`src/rtl/npc_pkg.sv`:
```
// Shared types and widths for the core pipeline stages.
// Load sizes match the memory-stage encoding; writeback FSM states live here too.
package npc_pkg;

    localparam int XLEN       = 64;
    localparam int REG_ADDR_W = 5;

    typedef enum logic [1:0] {
        LD_B = 2'b00,
        LD_H = 2'b01,
        LD_W = 2'b10,
        LD_D = 2'b11
    } ld_size_e;

    typedef enum logic [1:0] {
        IDLE    = 2'b00,
        WAIT_LD = 2'b01,
        COMMIT  = 2'b10
    } wb_state_e;

    // Context of a load parked while the data-memory response is outstanding.
    typedef struct packed {
        logic [XLEN-1:0]       pc;
        logic [REG_ADDR_W-1:0] rd;
        logic                  rd_wen;
        ld_size_e              size;
        logic                  is_unsigned;
        logic [2:0]            offset;
    } ld_ctx_t;

    localparam ld_ctx_t LD_CTX_RESET = '{
        pc:          '0,
        rd:          '0,
        rd_wen:      1'b0,
        size:        LD_B,
        is_unsigned: 1'b0,
        offset:      3'b000
    };

    function automatic logic rf_write(input logic rd_wen, input logic [REG_ADDR_W-1:0] rd);
        return rd_wen && (rd != '0);
    endfunction

endpackage

```
`src/rtl/wb_stage_load_extend.sv`:
```
// Load data alignment: picks the addressed lane out of an aligned doubleword and
// sign/zero-extends it to XLEN; purely combinational, no handshake.
module load_extend
    import npc_pkg::*;
(
    input  logic [XLEN-1:0] rdata_i,
    input  logic [2:0]      offset_i,
    input  logic [1:0]      size_i,
    input  logic            unsigned_i,
    output logic [XLEN-1:0] data_o
);

    ld_size_e        size;
    logic [2:0]      lane_off;
    logic [XLEN-1:0] shifted;

    assign size = ld_size_e'(size_i);

    // Offset bits below the access size are dropped, so misaligned addresses alias down.
    always_comb begin
        lane_off = 3'b000;
        case (size)
            LD_B:    lane_off = offset_i;
            LD_H:    lane_off = {offset_i[2:1], 1'b0};
            LD_W:    lane_off = {offset_i[2], 2'b00};
            default: lane_off = 3'b000;
        endcase
    end

    assign shifted = rdata_i >> {lane_off, 3'b000};

    always_comb begin
        data_o = shifted;
        case (size)
            LD_B: data_o = unsigned_i ? {{(XLEN-8){1'b0}}, shifted[7:0]}
                                      : {{(XLEN-8){shifted[7]}}, shifted[7:0]};
            LD_H: data_o = unsigned_i ? {{(XLEN-16){1'b0}}, shifted[15:0]}
                                      : {{(XLEN-16){shifted[15]}}, shifted[15:0]};
            LD_W: data_o = unsigned_i ? {{(XLEN-32){1'b0}}, shifted[31:0]}
                                      : {{(XLEN-32){shifted[31]}}, shifted[31:0]};
            default: data_o = shifted;
        endcase
    end

endmodule

```
`src/rtl/wb_stage.sv`:
```
// Writeback stage: one registered register-file write per retiring instruction, 1 cycle after
// accept for ALU ops, 1 cycle after load response for loads; stalls upstream only while a load waits.
module wb_stage
    import npc_pkg::*;
(
    input  logic                  clk,
    input  logic                  rst_n,

    input  logic                  mem_valid_i,
    output logic                  mem_ready_o,
    input  logic [XLEN-1:0]       mem_pc_i,
    input  logic [REG_ADDR_W-1:0] mem_rd_i,
    input  logic                  mem_rd_wen_i,
    input  logic [XLEN-1:0]       mem_res_i,
    input  logic                  mem_is_load_i,
    input  logic [1:0]            mem_ld_size_i,
    input  logic                  mem_ld_unsigned_i,

    input  logic                  dmem_rvalid_i,
    input  logic [XLEN-1:0]       dmem_rdata_i,

    output logic                  wr_en_o,
    output logic [REG_ADDR_W-1:0] wr_addr_o,
    output logic [XLEN-1:0]       wr_data_o,

    output logic                  commit_o,
    output logic [XLEN-1:0]       pc_wb_o,

    output logic                  ld_pending_o,
    output logic [REG_ADDR_W-1:0] ld_pending_rd_o
);

    wb_state_e             state_q, state_d;
    ld_ctx_t               ld_q, ld_d;

    logic                  commit_q, commit_d;
    logic                  wr_en_q, wr_en_d;
    logic [REG_ADDR_W-1:0] wr_addr_q, wr_addr_d;
    logic [XLEN-1:0]       wr_data_q, wr_data_d;
    logic [XLEN-1:0]       pc_wb_q, pc_wb_d;

    logic                  accept;
    logic [XLEN-1:0]       ld_data;

    load_extend u_load_extend (
        .rdata_i    (dmem_rdata_i),
        .offset_i   (ld_q.offset),
        .size_i     (ld_q.size),
        .unsigned_i (ld_q.is_unsigned),
        .data_o     (ld_data)
    );

    assign mem_ready_o = (state_q != WAIT_LD);
    assign accept      = mem_valid_i && mem_ready_o;

    always_ff @(posedge clk or negedge rst_n) begin
        if (!rst_n) begin
            state_q   <= IDLE;
            ld_q      <= LD_CTX_RESET;
            commit_q  <= 1'b0;
            wr_en_q   <= 1'b0;
            wr_addr_q <= '0;
            wr_data_q <= '0;
            pc_wb_q   <= '0;
        end else begin
            state_q   <= state_d;
            ld_q      <= ld_d;
            commit_q  <= commit_d;
            wr_en_q   <= wr_en_d;
            wr_addr_q <= wr_addr_d;
            wr_data_q <= wr_data_d;
            pc_wb_q   <= pc_wb_d;
        end
    end

    // Commit outputs default to zero so every non-commit cycle presents an all-zero bus.
    always_comb begin
        state_d   = state_q;
        ld_d      = ld_q;
        commit_d  = 1'b0;
        wr_en_d   = 1'b0;
        wr_addr_d = '0;
        wr_data_d = '0;
        pc_wb_d   = '0;

        case (state_q)
            WAIT_LD: begin
                if (dmem_rvalid_i) begin
                    commit_d  = 1'b1;
                    wr_en_d   = rf_write(ld_q.rd_wen, ld_q.rd);
                    wr_addr_d = ld_q.rd;
                    wr_data_d = ld_data;
                    pc_wb_d   = ld_q.pc;
                    state_d   = COMMIT;
                end
            end
            default: begin
                if (accept) begin
                    if (mem_is_load_i) begin
                        ld_d.pc          = mem_pc_i;
                        ld_d.rd          = mem_rd_i;
                        ld_d.rd_wen      = mem_rd_wen_i;
                        ld_d.size        = ld_size_e'(mem_ld_size_i);
                        ld_d.is_unsigned = mem_ld_unsigned_i;
                        ld_d.offset      = mem_res_i[2:0];
                        state_d          = WAIT_LD;
                    end else begin
                        commit_d  = 1'b1;
                        wr_en_d   = rf_write(mem_rd_wen_i, mem_rd_i);
                        wr_addr_d = mem_rd_i;
                        wr_data_d = mem_res_i;
                        pc_wb_d   = mem_pc_i;
                        state_d   = COMMIT;
                    end
                end else begin
                    state_d = IDLE;
                end
            end
        endcase
    end

    assign commit_o  = commit_q;
    assign wr_en_o   = wr_en_q;
    assign wr_addr_o = wr_addr_q;
    assign wr_data_o = wr_data_q;
    assign pc_wb_o   = pc_wb_q;

    assign ld_pending_o    = (state_q == WAIT_LD);
    assign ld_pending_rd_o = (ld_pending_o && ld_q.rd_wen) ? ld_q.rd : '0;

endmodule

```
`config.mk`:
```
export PLATFORM = sky130hd
export DESIGN_NAME = wb_stage
export DESIGN_NICKNAME = d
export VERILOG_FILES = /design/src/rtl/npc_pkg.sv /design/src/rtl/wb_stage_load_extend.sv /design/src/rtl/wb_stage.sv
export SDC_FILE = /design/constraint.sdc
export NUM_CORES = 1
export LEC_CHECK = 0
export CAP_MARGIN = 25
export CELL_PAD_IN_SITES_DETAIL_PLACEMENT = 1
export CELL_PAD_IN_SITES_GLOBAL_PLACEMENT = 2
export CORE_ASPECT_RATIO = 1.5
export CORE_MARGIN = 1.5
export CORE_UTILIZATION = 30
export CTS_CLUSTER_DIAMETER = 120
export DETAILED_ROUTE_END_ITERATION = 12
export GPL_ROUTABILITY_DRIVEN = 0
export PLACE_DENSITY_LB_ADDON = 0.15
export SKIP_LAST_GASP = 1
export SYNTH_ARGS = -nofsm -noshare
export SYNTH_HDL_FRONTEND = slang
export SYNTH_SLANG_ARGS = --single-unit
```
`constraint.sdc`:
```
create_clock -name clk -period 3.3 [get_ports clk]
set_input_delay 0.33 -clock clk [delete_from_list [all_inputs] [get_ports clk]]
set_output_delay 0.33 -clock clk [all_outputs]
set_load 0.01 [all_outputs]
```
==> results_dict.tcl, run 1 <==
set metrics [dict create \
    power_frac_comb_pct 27.0 \
    clockBufferDepth 3 \
    overflow 0 \
    yosysTopAreaCellShare_pct 57.0 \
    grt_usage_pct 22.1 \
    fp.dieW_um 147 \
    path_buf_inv 1 \
    die_area_um2 32200 \
    hold_class "in2reg" \
    p_int_mw 5.74 \
    initial_core_util_pct 30.3 \
    core_area_um2 30800 \
    seq_area_frac_synth_pct 57.0 \
    yosys-top-cells-area "dfrtp_1 57%, mux2_2 9.3%, a22o_1 7.0%" \
    required_ns 3.74 \
    yosysWarnings 0 \
    antenna_found_initial 0 \
    setup_ws_ns 0.444 \
    nFillCells 3292 \
    yosys.cell_types.count 50 \
    powerDensity_nw_per_um2 575 \
    synthCells 805 \
    drc 0 \
    setup_viol 0 \
    wl_per_cell_um 23.0 \
    fin_nets 1344 \
    ys_seq_elements 213 \
    period_minus_slack_ns 2.86 \
    clock_latency_ns 0.52 \
    slew_violations 0 \
    setup_tns_ns 0 \
    insertedDiodeCount 0 \
    dp_slack_ns 0.501 \
    slowest_stage "nor3b_2" \
    cts_setup_buffers 0 \
    switchingPower_mw 2.40 \
    rsz0062_at_grt "false" \
    finalClockSkew_ns 0.0206 \
    cpPeakStageDelay_ns 0.77 \
    drt_pass1_iterations 6 \
    cp.arrival_ns 3.30 \
    crit_type "reg2reg" \
    rows 79 \
    cts_buffers 23 \
    synth-edff-count 0 \
    status "finished, final reports clean" \
    end_kind "flip-flop" \
    max_freq_mhz 350 \
    worst_pin_slew_ns 0.849 \
    areaGrowthSynthToFinish_pct 51.4 \
    via_per_inst 5.13 \
    grt_pass1_wl_um 54000 \
    multiInputGateArea_um2 3760 \
    vias 8002 \
    p_leak_nw 6.03 \
    placed_area_um2 13300 \
    syn_nets 1011 \
    synthFlopType "dfrtp_1" \
    maxCapViolCount 0 \
    relSlewSlack_pct 43.2 \
    ant_nets 0 \
    grt_max_degree 90 \
    clk_pin_slew_ns 0.07 \
    first_global_vias 8826 \
    top_layer "met4" \
    wl_met3_um 2180 \
    crit_chain "nor3b_2 -> a22oi_1 -> o221ai_1 -> a32oi_2 -> nor3b_4 -> buf_4 -> o21ai_1" \
    cts_resized 0 \
    fin_crit_sh_pct 86.6 \
    clkPwrFrac_pct 34.1 \
    clock_sinks 213 \
    ios 348 \
    drt-total-wl_um 35900 \
    drive_above_1_share_pct 14.1 \
    cts_root_buf "clkbuf_16" \
    seqPwrFrac_pct 38.9 \
    die_h_um 219 \
    holdWs_ns 0.345 \
    hpwl_um 27100 \
    netSwitchingFraction_pct 29.5 \
    hold_violations 0 \
    regArea_um2 5330 \
    path_max_fanout 31 \
    wl_met2_um 19600 \
    async_reset_ff_share_pct 100 \
    synth_area_leader_cell "dfrtp_1" \
    syn_area_um2 9350 \
    vdd_drop_max_mv 0.341 \
    postCtsHoldBufs 1 \
    cts_tree "built" \
    wl_met1_um 12600 \
    cp-start-kind "flip-flop" \
    crit_family "simple AND/OR/NAND/NOR gates" \
    finalInstanceArea_um2 14100 \
    h-tree-depth 1 \
    syn_area_per_cell_um2 11.6 \
    io_buffer_count 347 \
    drt_iter0_drc 378 \
]
flip-flops by register name, summed over array words and instances, names as in the netlist:
| signal | cells |
|---|---|
| pc_wb_o | 64 |
| state_q | 2 |
| wr_data_o | 64 |
| wr_addr_o | 5 |
| wr_en_o | 1 |
| ld_q | 76 |
| commit_o | 1 |
per-stage QoR:
step                cells  power, mW  utilization (%)
finish               1559       8.14             45.9
global placement     1517       5.39             43.2
floorplan             805       4.26                -
CTS                  1559       8.25             45.9
global route         1559       8.53             45.9
detailed placement   1517       5.43             43.2
final timing paths:
path / end / startpoint / slack [ns] / depth (start not counted)
max: wr_data_o[59]$_DFF_PN0_ / ld_q[5]$_DFFE_PN0P_ / 0.44 / 7
min: wr_data_o[50]$_DFF_PN0_ / mem_res_i[50] / 0.35 / 3
max reg2reg: wr_data_o[59]$_DFF_PN0_ / ld_q[5]$_DFFE_PN0P_ / 0.44 / 7
min reg2reg: pc_wb_o[36]$_DFF_PN0_ / ld_q[48]$_DFFE_PN0P_ / 0.48 / 1
max in group asynchronous: ld_q[67]$_DFFE_PN0P_ / rst_n / 2.05 / 3
min in group asynchronous: pc_wb_o[33]$_DFF_PN0_ / rst_n / 0.40 / 2
power by group through the flow:
stage	clock network, mW	registers, mW	logic (mW)
after detailed placement	0	3.21	2.22
after CTS	2.86	3.17	2.22
after global placement	0	3.20	2.19
final	2.77	3.16	2.20
after floorplan	0	3.24	1.02
after global routing	2.97	3.21	2.36
Yosys cell counts (3+ instances only):
| cell type | number |
|---|---|
| nand2_1 | 108 |
| o221ai_1 | 3 |
| a211oi_1 | 8 |
| nand2b_1 | 3 |
| mux2_2 | 77 |
| inv_1 | 3 |
| o21ai_1 | 36 |
| a21oi_1 | 23 |
| buf_2 | 8 |
| o21ai_0 | 56 |
| dfrtp_1 | 213 |
| a222oi_1 | 6 |
| a22oi_1 | 7 |
| a22o_1 | 75 |
| nor2_1 | 17 |
| mux2i_1 | 16 |
| nor2b_1 | 8 |
| a221o_1 | 15 |
| buf_1 | 11 |
| and3_1 | 15 |
| a211o_1 | 3 |
| clkbuf_1 | 44 |
| nand3_1 | 13 |
| mux4_2 | 7 |
cells by family (layout without fill, tap and decap cells):
| kind of cell | Yosys count | count (layout) | synth area share [%] |
|---|---|---|---|
| flops | 213 | 213 | 57.0 |
| simple gates | 177 | 177 | 8.65 |
| mux | 101 | 101 | 12.8 |
| buf+inv | 70 | 419 | 3.08 |
| compound gates | 244 | 244 | 18.4 |
placed cells by master (no fill, tap or decap), drive strengths merged, types with 3 or more instances in the layout:
cell type / count
a22oi: 7
clkbuf: 28
bufinv: 4
clkdlybuf4s50: 346
mux4: 7
nand2: 108
o21ai: 92
nor3b: 3
nor2b: 8
inv: 6
nor2: 17
nand3: 13
buf: 27
dfrtp: 213
a21oi: 23
a222oi: 6
a22o: 75
a211o: 3
mux2: 78
and3: 15
clkinv: 5
o221ai: 3
a211oi: 8
mux2i: 16
a221o: 15
nand2b: 4
worst min-delay path, delay by kind of cell:
family	cells	cell delay, ns
buffers and inverters	1	0.39
and+or+nand+nor	1	0.05
AOI/OAI and AO/OA	1	0.05
routing by layer:
layer / vias to the layer above / global-route usage, %
met5: - / 0
met1: 4028 / 22.9
li1: 3604 / -
met4: 0 / 9.60
met3: 62 / 4.49
met2: 308 / 42.6
final cells by class:
cell class / count / area share (%)
clock buffer: 28 / 4.48
clock inverter: 13 / 1.26
inverter: 4 / 0.106
multi-input combinational: 522 / 26.6
sequential: 213 / 37.7
tap: 405 / 3.58
timing repair buffer: 374 / 26.3
(Power assumes the default switching activity.)
==> run 2, diff against run 1 <==
--- a/config.mk
+++ b/config.mk
@@ -11,7 +11,7 @@
 export CORE_ASPECT_RATIO = 1.5
 export CORE_MARGIN = 1.5
 export CORE_UTILIZATION = 30
-export CTS_CLUSTER_DIAMETER = 120
+export CTS_CLUSTER_DIAMETER = 100
 export DETAILED_ROUTE_END_ITERATION = 12
 export GPL_ROUTABILITY_DRIVEN = 0
 export PLACE_DENSITY_LB_ADDON = 0.15
==> results of run 2 <==
The final DEF is identical to that of run 1; final timing and power are the same.
